**config.mk**
```make
export PLATFORM = sky130hd
export DESIGN_NAME = lab3_serial_seq_detector_flat
export DESIGN_NICKNAME = d
export VERILOG_FILES = /design/src/rtl/lab3_serial_seq_detector_if.sv /design/src/rtl/lab3_serial_seq_detector.sv /design/src/flat_wrapper.sv
export SDC_FILE = /design/constraint.sdc
export NUM_CORES = 1
export LEC_CHECK = 0
export ABC_AREA = 1
export CORE_MARGIN = 5
export CORE_UTILIZATION = 42
export CTS_BUF_LIST = sky130_fd_sc_hd__clkbuf_2 sky130_fd_sc_hd__clkbuf_4 sky130_fd_sc_hd__clkbuf_8
export DETAILED_ROUTE_END_ITERATION = 8
export PLACE_DENSITY_LB_ADDON = 0.12
export SETUP_SLACK_MARGIN = 0.05
export SLEW_MARGIN = 0
export SYNTH_ARGS = -nofsm -noshare
export SYNTH_HDL_FRONTEND = slang
export SYNTH_SLANG_ARGS = --single-unit
```
**constraint.sdc**
```tcl
create_clock -name clock -period 1.2 [get_ports clock]
set_input_delay 0.18 -clock clock [delete_from_list [all_inputs] [get_ports clock]]
set_output_delay 0.18 -clock clock [all_outputs]
set_load 0.1 [all_outputs]
```
**src/rtl/lab3_serial_seq_detector_if.sv**
```systemverilog
// Serial-bit detector bus: stream input, count clear, and registered detector status.
interface lab3_serial_seq_detector_if #(
  parameter int unsigned PAT_LEN = 4,
  parameter int unsigned CNT_W   = 8
);
  logic               bit_in;
  logic               bit_valid;
  logic               clear_cnt;
  logic               match;
  logic [CNT_W-1:0]   match_count;
  logic [PAT_LEN-1:0] history;
  logic               armed;

  modport master (
    output bit_in, bit_valid, clear_cnt,
    input  match, match_count, history, armed
  );

  modport slave (
    input  bit_in, bit_valid, clear_cnt,
    output match, match_count, history, armed
  );
endinterface

```
**src/rtl/lab3_serial_seq_detector.sv**
```systemverilog
// Overlapping serial pattern detector fed by the falling-edge DFF's Q output.
// Emits a one-cycle match pulse and keeps a saturating match count.
module lab3_serial_seq_detector #(
  parameter int unsigned        PAT_LEN = 4,
  parameter logic [PAT_LEN-1:0] PATTERN = PAT_LEN'(4'b1101),
  parameter int unsigned        CNT_W   = 8
) (
  input logic                        clock,
  input logic                        reset,
  lab3_serial_seq_detector_if.slave  bus
);
  localparam int unsigned FILL_W = $clog2(PAT_LEN + 1);
  localparam logic [CNT_W-1:0] CNT_MAX = '1;

  typedef enum logic {FILL, ARMED} state_t;

  state_t             state;
  logic [FILL_W-1:0]  fill_cnt;
  logic [PAT_LEN-1:0] hist;
  logic [CNT_W-1:0]   cnt;
  logic               match_q;
  logic               armed_q;

  logic [PAT_LEN-1:0] hist_next;
  logic               last_fill;
  logic               hit;

  // The PAT_LEN-th accepted bit may itself complete the first match.
  assign hist_next = {hist[PAT_LEN-2:0], bus.bit_in};
  assign last_fill = (fill_cnt == FILL_W'(PAT_LEN - 1));
  assign hit       = bus.bit_valid && (hist_next == PATTERN) &&
                     ((state == ARMED) || last_fill);

  always_ff @(posedge clock) begin
    if (reset) begin
      state    <= FILL;
      fill_cnt <= '0;
      hist     <= '0;
      cnt      <= '0;
      match_q  <= 1'b0;
      armed_q  <= 1'b0;
    end else begin
      match_q <= hit;
      // A match on the same edge as a clear restarts the count at one.
      if (hit) begin
        if (bus.clear_cnt)     cnt <= CNT_W'(1);
        else if (cnt != CNT_MAX) cnt <= cnt + CNT_W'(1);
      end else if (bus.clear_cnt) begin
        cnt <= '0;
      end
      if (bus.bit_valid) begin
        hist <= hist_next;
        if (state == FILL) begin
          fill_cnt <= fill_cnt + FILL_W'(1);
          if (last_fill) begin
            state   <= ARMED;
            armed_q <= 1'b1;
          end
        end
      end
    end
  end

  assign bus.match       = match_q;
  assign bus.match_count = cnt;
  assign bus.history     = hist;
  assign bus.armed       = armed_q;
endmodule

```
**src/flat_wrapper.sv**
```systemverilog
// flat-port wrapper written by rule: the top's interface ports become plain ports
module lab3_serial_seq_detector_flat 
#(
  parameter int unsigned        PAT_LEN = 4,
  parameter logic [PAT_LEN-1:0] PATTERN = PAT_LEN'(4'b1101),
  parameter int unsigned        CNT_W   = 8
)
  (clock, reset, bus_bit_in, bus_bit_valid, bus_clear_cnt, bus_match, bus_match_count, bus_history, bus_armed);
  lab3_serial_seq_detector_if #(.PAT_LEN(PAT_LEN), .CNT_W(CNT_W)) bus_i ();
  input logic clock;
  input logic reset;
  input wire logic [$bits(bus_i.bit_in)-1:0] bus_bit_in;
  input wire logic [$bits(bus_i.bit_valid)-1:0] bus_bit_valid;
  input wire logic [$bits(bus_i.clear_cnt)-1:0] bus_clear_cnt;
  output wire logic [$bits(bus_i.match)-1:0] bus_match;
  output wire logic [$bits(bus_i.match_count)-1:0] bus_match_count;
  output wire logic [$bits(bus_i.history)-1:0] bus_history;
  output wire logic [$bits(bus_i.armed)-1:0] bus_armed;
  assign bus_i.bit_in = bus_bit_in;
  assign bus_i.bit_valid = bus_bit_valid;
  assign bus_i.clear_cnt = bus_clear_cnt;
  assign bus_match = bus_i.match;
  assign bus_match_count = bus_i.match_count;
  assign bus_history = bus_i.history;
  assign bus_armed = bus_i.armed;
  lab3_serial_seq_detector #(.PAT_LEN(PAT_LEN), .PATTERN(PATTERN), .CNT_W(CNT_W)) u_core (.clock(clock), .reset(reset), .bus(bus_i));
endmodule
```
* Yosys cells after proc, flatten, opt, wreduce, memory -nomap -nowiden
Cells that the tools add are included.
** Storage, ports and cells
- Register bits after elaboration :: 18
- Output and inout port bits :: 14
** Operators by class
- $add $sub $neg :: 2
- Equality and inequality tests :: 3
- Muxes and demuxes :: 6
- Bitwise gates (word level) :: 1
- Reduce and logical (&&, ||, !) cells :: 8
** Operator list (number)
- $mux W8 :: 4
- $add A8 B1 Y8 const B :: 1
- $ne A8 B8 Y1 const B :: 1
- $eq A4 B4 Y1 const B :: 1
- $reduce_and A2 Y1 :: 2
- $reduce_bool A2 Y1 :: 2
- $add A3 B1 Y3 const B :: 1
- $eq A3 B2 Y1 const B :: 1
- $reduce_and A3 Y1 :: 1
- $logic_and A1 B1 Y1 :: 2
- $mux W1 :: 2
- $logic_or A1 B1 Y1 :: 1
- $not A1 Y1 :: 1

* Depth between registers and ports, before layout
- Word-level depth :: 5
- Depth in mapped cells :: 10

* Least setup slack after synthesis
OpenSTA, ideal clock, no wires.
- Kind :: register -> register
- From :: reg u_core.cnt[1], in the netlist u_core.bus.match_count[1]
- To :: reg u_core.cnt[2], in the netlist u_core.bus.match_count[2]
- Data arrival time :: 1962 ps
- Required time :: 1080 ps
- Path slack :: -882 ps
- Stages on the path, launching flop included :: 9
- Path through :: dfxtp_1 ha_1 nand2_1 nor2_1 nand3_1 nand2_2 clkinv_1 nand2_1 a21oi_1
** On the way
- Word-level cells in the longest chain between the ends :: 4
** Ends and longest elaborated chain
- start, declared :: line lab3_serial_seq_detector.sv:20 : logic [CNT_W-1:0] cnt;
- start signal, assigned :: line lab3_serial_seq_detector.sv:47 : else if (cnt != CNT_MAX) cnt <= cnt + CNT_W'(1);
- $add A8 B1 Y8 :: line lab3_serial_seq_detector.sv:47
- $mux W8 :: line lab3_serial_seq_detector.sv:47
- $mux W8 :: line lab3_serial_seq_detector.sv:46 : if (bus.clear_cnt) cnt <= CNT_W'(1);
- $mux W8 :: line lab3_serial_seq_detector.sv:45 : if (hit) begin
Parallel ways exist; a longest one is shown, timed or not. The select of a mux whose other input is x is not followed.
A chain may end at the register's enable or synchronous reset.

* Final worst setup path
- From :: reg u_core.fill_cnt[0]
- To :: reg u_core.cnt[6], in the netlist u_core.bus.match_count[6]
** On the way
- Word-level cells in the longest chain between the ends :: 5
** Ends and longest elaborated chain
- start, declared :: line lab3_serial_seq_detector.sv:18 : logic [FILL_W-1:0] fill_cnt;
- start signal, assigned :: line lab3_serial_seq_detector.sv:54 : fill_cnt <= fill_cnt + FILL_W'(1);
- $eq A3 B2 Y1 (*) :: line lab3_serial_seq_detector.sv:30 : assign last_fill = (fill_cnt == FILL_W'(PAT_LEN - 1));
- $logic_or A1 B1 Y1 (*) :: line lab3_serial_seq_detector.sv:32 : ((state == ARMED) || last_fill);
- $logic_and A1 B1 Y1 (*) :: line lab3_serial_seq_detector.sv:31 : assign hit = bus.bit_valid && (hist_next == PATTERN) &&
- $reduce_bool A2 Y1 (no source line)
- $reduce_and A2 Y1 (no source line)
Mark *: on every way between the ends. The rest lies on a longest branch, timed or not.

==> run summary <==
Tmin final -> 1.48 ns
Largest area contributor in the netlist -> dfxtp_1
Residual DRC -> 0
Worst ir drop on vdd -> 0.706 mV
Detailed Route Iter0 Violations -> 37
Routed Wire Length -> 2.61 mm
Wire per inst -> 13.4 µm
Critical path endpoint category -> register
Max-cap violations -> 0
Via density -> 5.05
CTS Root Cell -> clkbuf_4
Max-slew headroom -> 81.9%
Synth area leaders -> dfxtp_1 (39%), nand2_1 (13%), nor2_1 (7.4%), a21oi_1 (6.0%), inv_1 (5.7%)
Seq cells post-synth -> 18
Worst reg2reg path endpoint -> u_core.bus.match_count[6]
Max clock buf depth -> 2
Req. time, crit path -> 1.40 ns
Gr ovfl total -> 0
Skew final -> 0.00397 ns
Delay of the slowest critical-path stage -> 0.37 ns
Cells after DPL -> 184
Drt first pass iters -> 4
Clock Sinks -> 18
Internal Power -> 0.000795 W
Worst r2r src -> u_core.fill_cnt[0]
Launch point of the worst path -> u_core.fill_cnt[0]
Chip width -> 56.7 µm
Antenna Cells -> 0
HPWL after DPL -> 1.70 mm
Final net count -> 176
Top delay family on crit path -> flip-flops
Synth Net Count -> 134
Levels on crit path -> 9
Cell Chain, Critical Path -> ha_4 -> ha_4 -> inv_2 -> nand2_4 -> nand2_4 -> nor2_8 -> nand2_2 -> o21ai_0 -> a21oi_1
Buffers on Ports -> 18
Starting Density -> 45.2%
Combinational power share -> 16.9%
GP Congestion -> 0.866
Kind of start point of the critical path -> register
DIE AREA -> 3210 µm²
Least-Margin Pin Slew -> 0.269 ns
Fraction of layout cells with a size suffix above 1 -> 49.7%
Final Slew Violations -> 0
Post-Place Worst Slack -> -0.277 ns
# setup viols final -> 8
Rows -> 16
Status -> finished with violations
Area of the mapped netlist -> 915 µm²
CP max FO -> 6
RSZ-0062 raised after global routing -> yes
Slack of the critical path -> -0.284 ns
F_max -> 0.674 GHz
Fin cells -> 194
Total negative slack -> -1.64 ns
Pwr Density -> 702 nW/µm²
DIE HEIGHT -> 56.7 µm
I/O pins -> 19
Yosys warnings -> 0
Crit-path slowest cell -> dfxtp_2
Synthesis-to-finish area growth -> 76.1%
Pin count of the biggest net entering global routing -> 11
Number of global-route vias before repair -> 934
Initial antenna violation count -> 0
Via count -> 980
Seq pwr share -> 54.1%
Final Power -> 0.00113 W
Syn Inst Count -> 126
Fin util -> 79.6%
Clock power frac -> 29.0%
Top cell type's share of synthesized area -> 39.4%
Later-pin clock latency in the skew report -> 0.30 ns
Arrival time worst endpoint -> 1.68 ns
Switch Pwr -> 0.000336 W
R2r worst-path depth -> 9
Worst-path clk slew -> 0.11 ns
Commonest non-fill, non-tap cell in the layout -> nand2_1
GRT Total Usage -> 17.2%
H-tree depth -> 1
Final Hold Fails -> 0
Syn avg cell area -> 7.26 µm²
CTS tree -> yes
Post-synthesis cell type count -> 24
Leak -> 0.646 nW
Sequential share of the synthesized area -> 39.4%
First-pass GRT wire length -> 4.27 mm
Num CTS Buffers -> 3
CP endpoint -> u_core.bus.match_count[6]
Commonest cells after routing, fill and taps aside -> nand2_1 (27), buf_4 (15), nor2_1 (14), buf_12 (14), inv_1 (13)
Core area -> 2020 µm²
Reg2reg setup slack -> -0.28 ns
Tcrit/Tclk final -> 124%
Sw frac -> 29.7%
WP buf/inv -> 1
Setup CP Type -> reg -> reg
Number of enable flip-flop cells after synthesis -> 0
HP Class -> in -> reg
Post-synthesis async set-or-reset flop share -> 0%
Post-route ant nets -> 0
Failing checks -> negative setup slack
Top_reg_cell synth -> dfxtp_1
## cell type report
cell class | instances | area [µm²]
tap | 27 | 33.8
clock inverter | 1 | 3.75
timing repair buffer | 38 | 489
sequential | 18 | 404
inverter | 17 | 65.1
clock buffer | 3 | 22.5
fill | 132 | 412
multi-input combinational | 90 | 592
## how the worst min path moves through the flow
stage / startpoint / end / slack (ns) / cells past startpoint
2_1_floorplan: reset / u_core.bus.history[1] / 0.25 / 1
3_3_place_gp: u_core.bus.armed / u_core.bus.armed / 0.46 / 2
3_5_place_dp: u_core.bus.armed / u_core.bus.armed / 0.46 / 2
4_1_cts: bus_bit_in / u_core.bus.history[0] / 0.47 / 3
5_1_grt: bus_bit_in / u_core.bus.history[0] / 0.48 / 3
6_report: bus_bit_in / u_core.bus.history[0] / 0.47 / 3
## power by group through the flow
stage	Sequential [W]	Clock [W]	Combinational [W]
2_1_floorplan	0.000661	0	0.0000521
5_1_grt	0.000615	0.000379	0.000205
3_5_place_dp	0.000622	0	0.000169
3_3_place_gp	0.000621	0	0.000166
4_1_cts	0.000612	0.000330	0.000183
6_report	0.000612	0.000328	0.000191
## logic make-up after synthesis
kind of cell / after synthesis / share of synthesized area (%)
buffers and inverters: 18 / 7.39
AO/OA/AOI/OAI: 21 / 13.5
adder cells (fa/ha/maj): 3 / 4.10
flip-flops: 18 / 39.4
AND/OR/NAND/NOR: 66 / 35.6
## state kept, by name, summed over array words and instances (netlist names)
name	count
u_core.bus.history	4
u_core.state	1
u_core.bus.match_count	8
u_core.bus.match	1
u_core.bus.armed	1
u_core.fill_cnt	3
## per-layer routing
| layer | wire length, µm | vias to the layer above | global-route usage (%) |
|---|---|---|---|
| met5 | 0 | - | 0 |
| met4 | 26 | 0 | 6.10 |
| met3 | 173 | 4 | 5.73 |
| met2 | 1280 | 35 | 27.9 |
| met1 | 1120 | 452 | 21.1 |
| li1 | - | 489 | - |
## Yosys cell counts, types with 2 or more instances
cell / n
o21ai_0: 3
nand2_4: 2
dfxtp_1: 18
a211oi_1: 3
ha_1: 3
inv_2: 2
a21oi_1: 11
nor2_2: 2
nand2_2: 3
nand4_1: 2
nand3_1: 4
nand2_1: 31
inv_1: 14
nor2_1: 18
## stage by stage
step                hold slack, ns  instance area, µm²
floorplan                    0.249                 992
global placement             0.460                1450
detailed placement           0.465                1450
CTS                          0.474                1570
global route                 0.477                1610
finish                       0.474                1610
## tightest hold or removal path, cell delays in order
cell,delay (ns)
clkdlybuf4s50_1,0.41
nand2_2,0.09
a21oi_1,0.06
## what timing repair did
action                     4_1_cts  5_1_grt
hold endpoints to repair         0        0
pin swaps                        5        3
setup buffers                    5        3
resized for setup               14       11
hold buffers                     0        0
setup endpoints to repair       12       14
(Power assumes the default switching activity.)
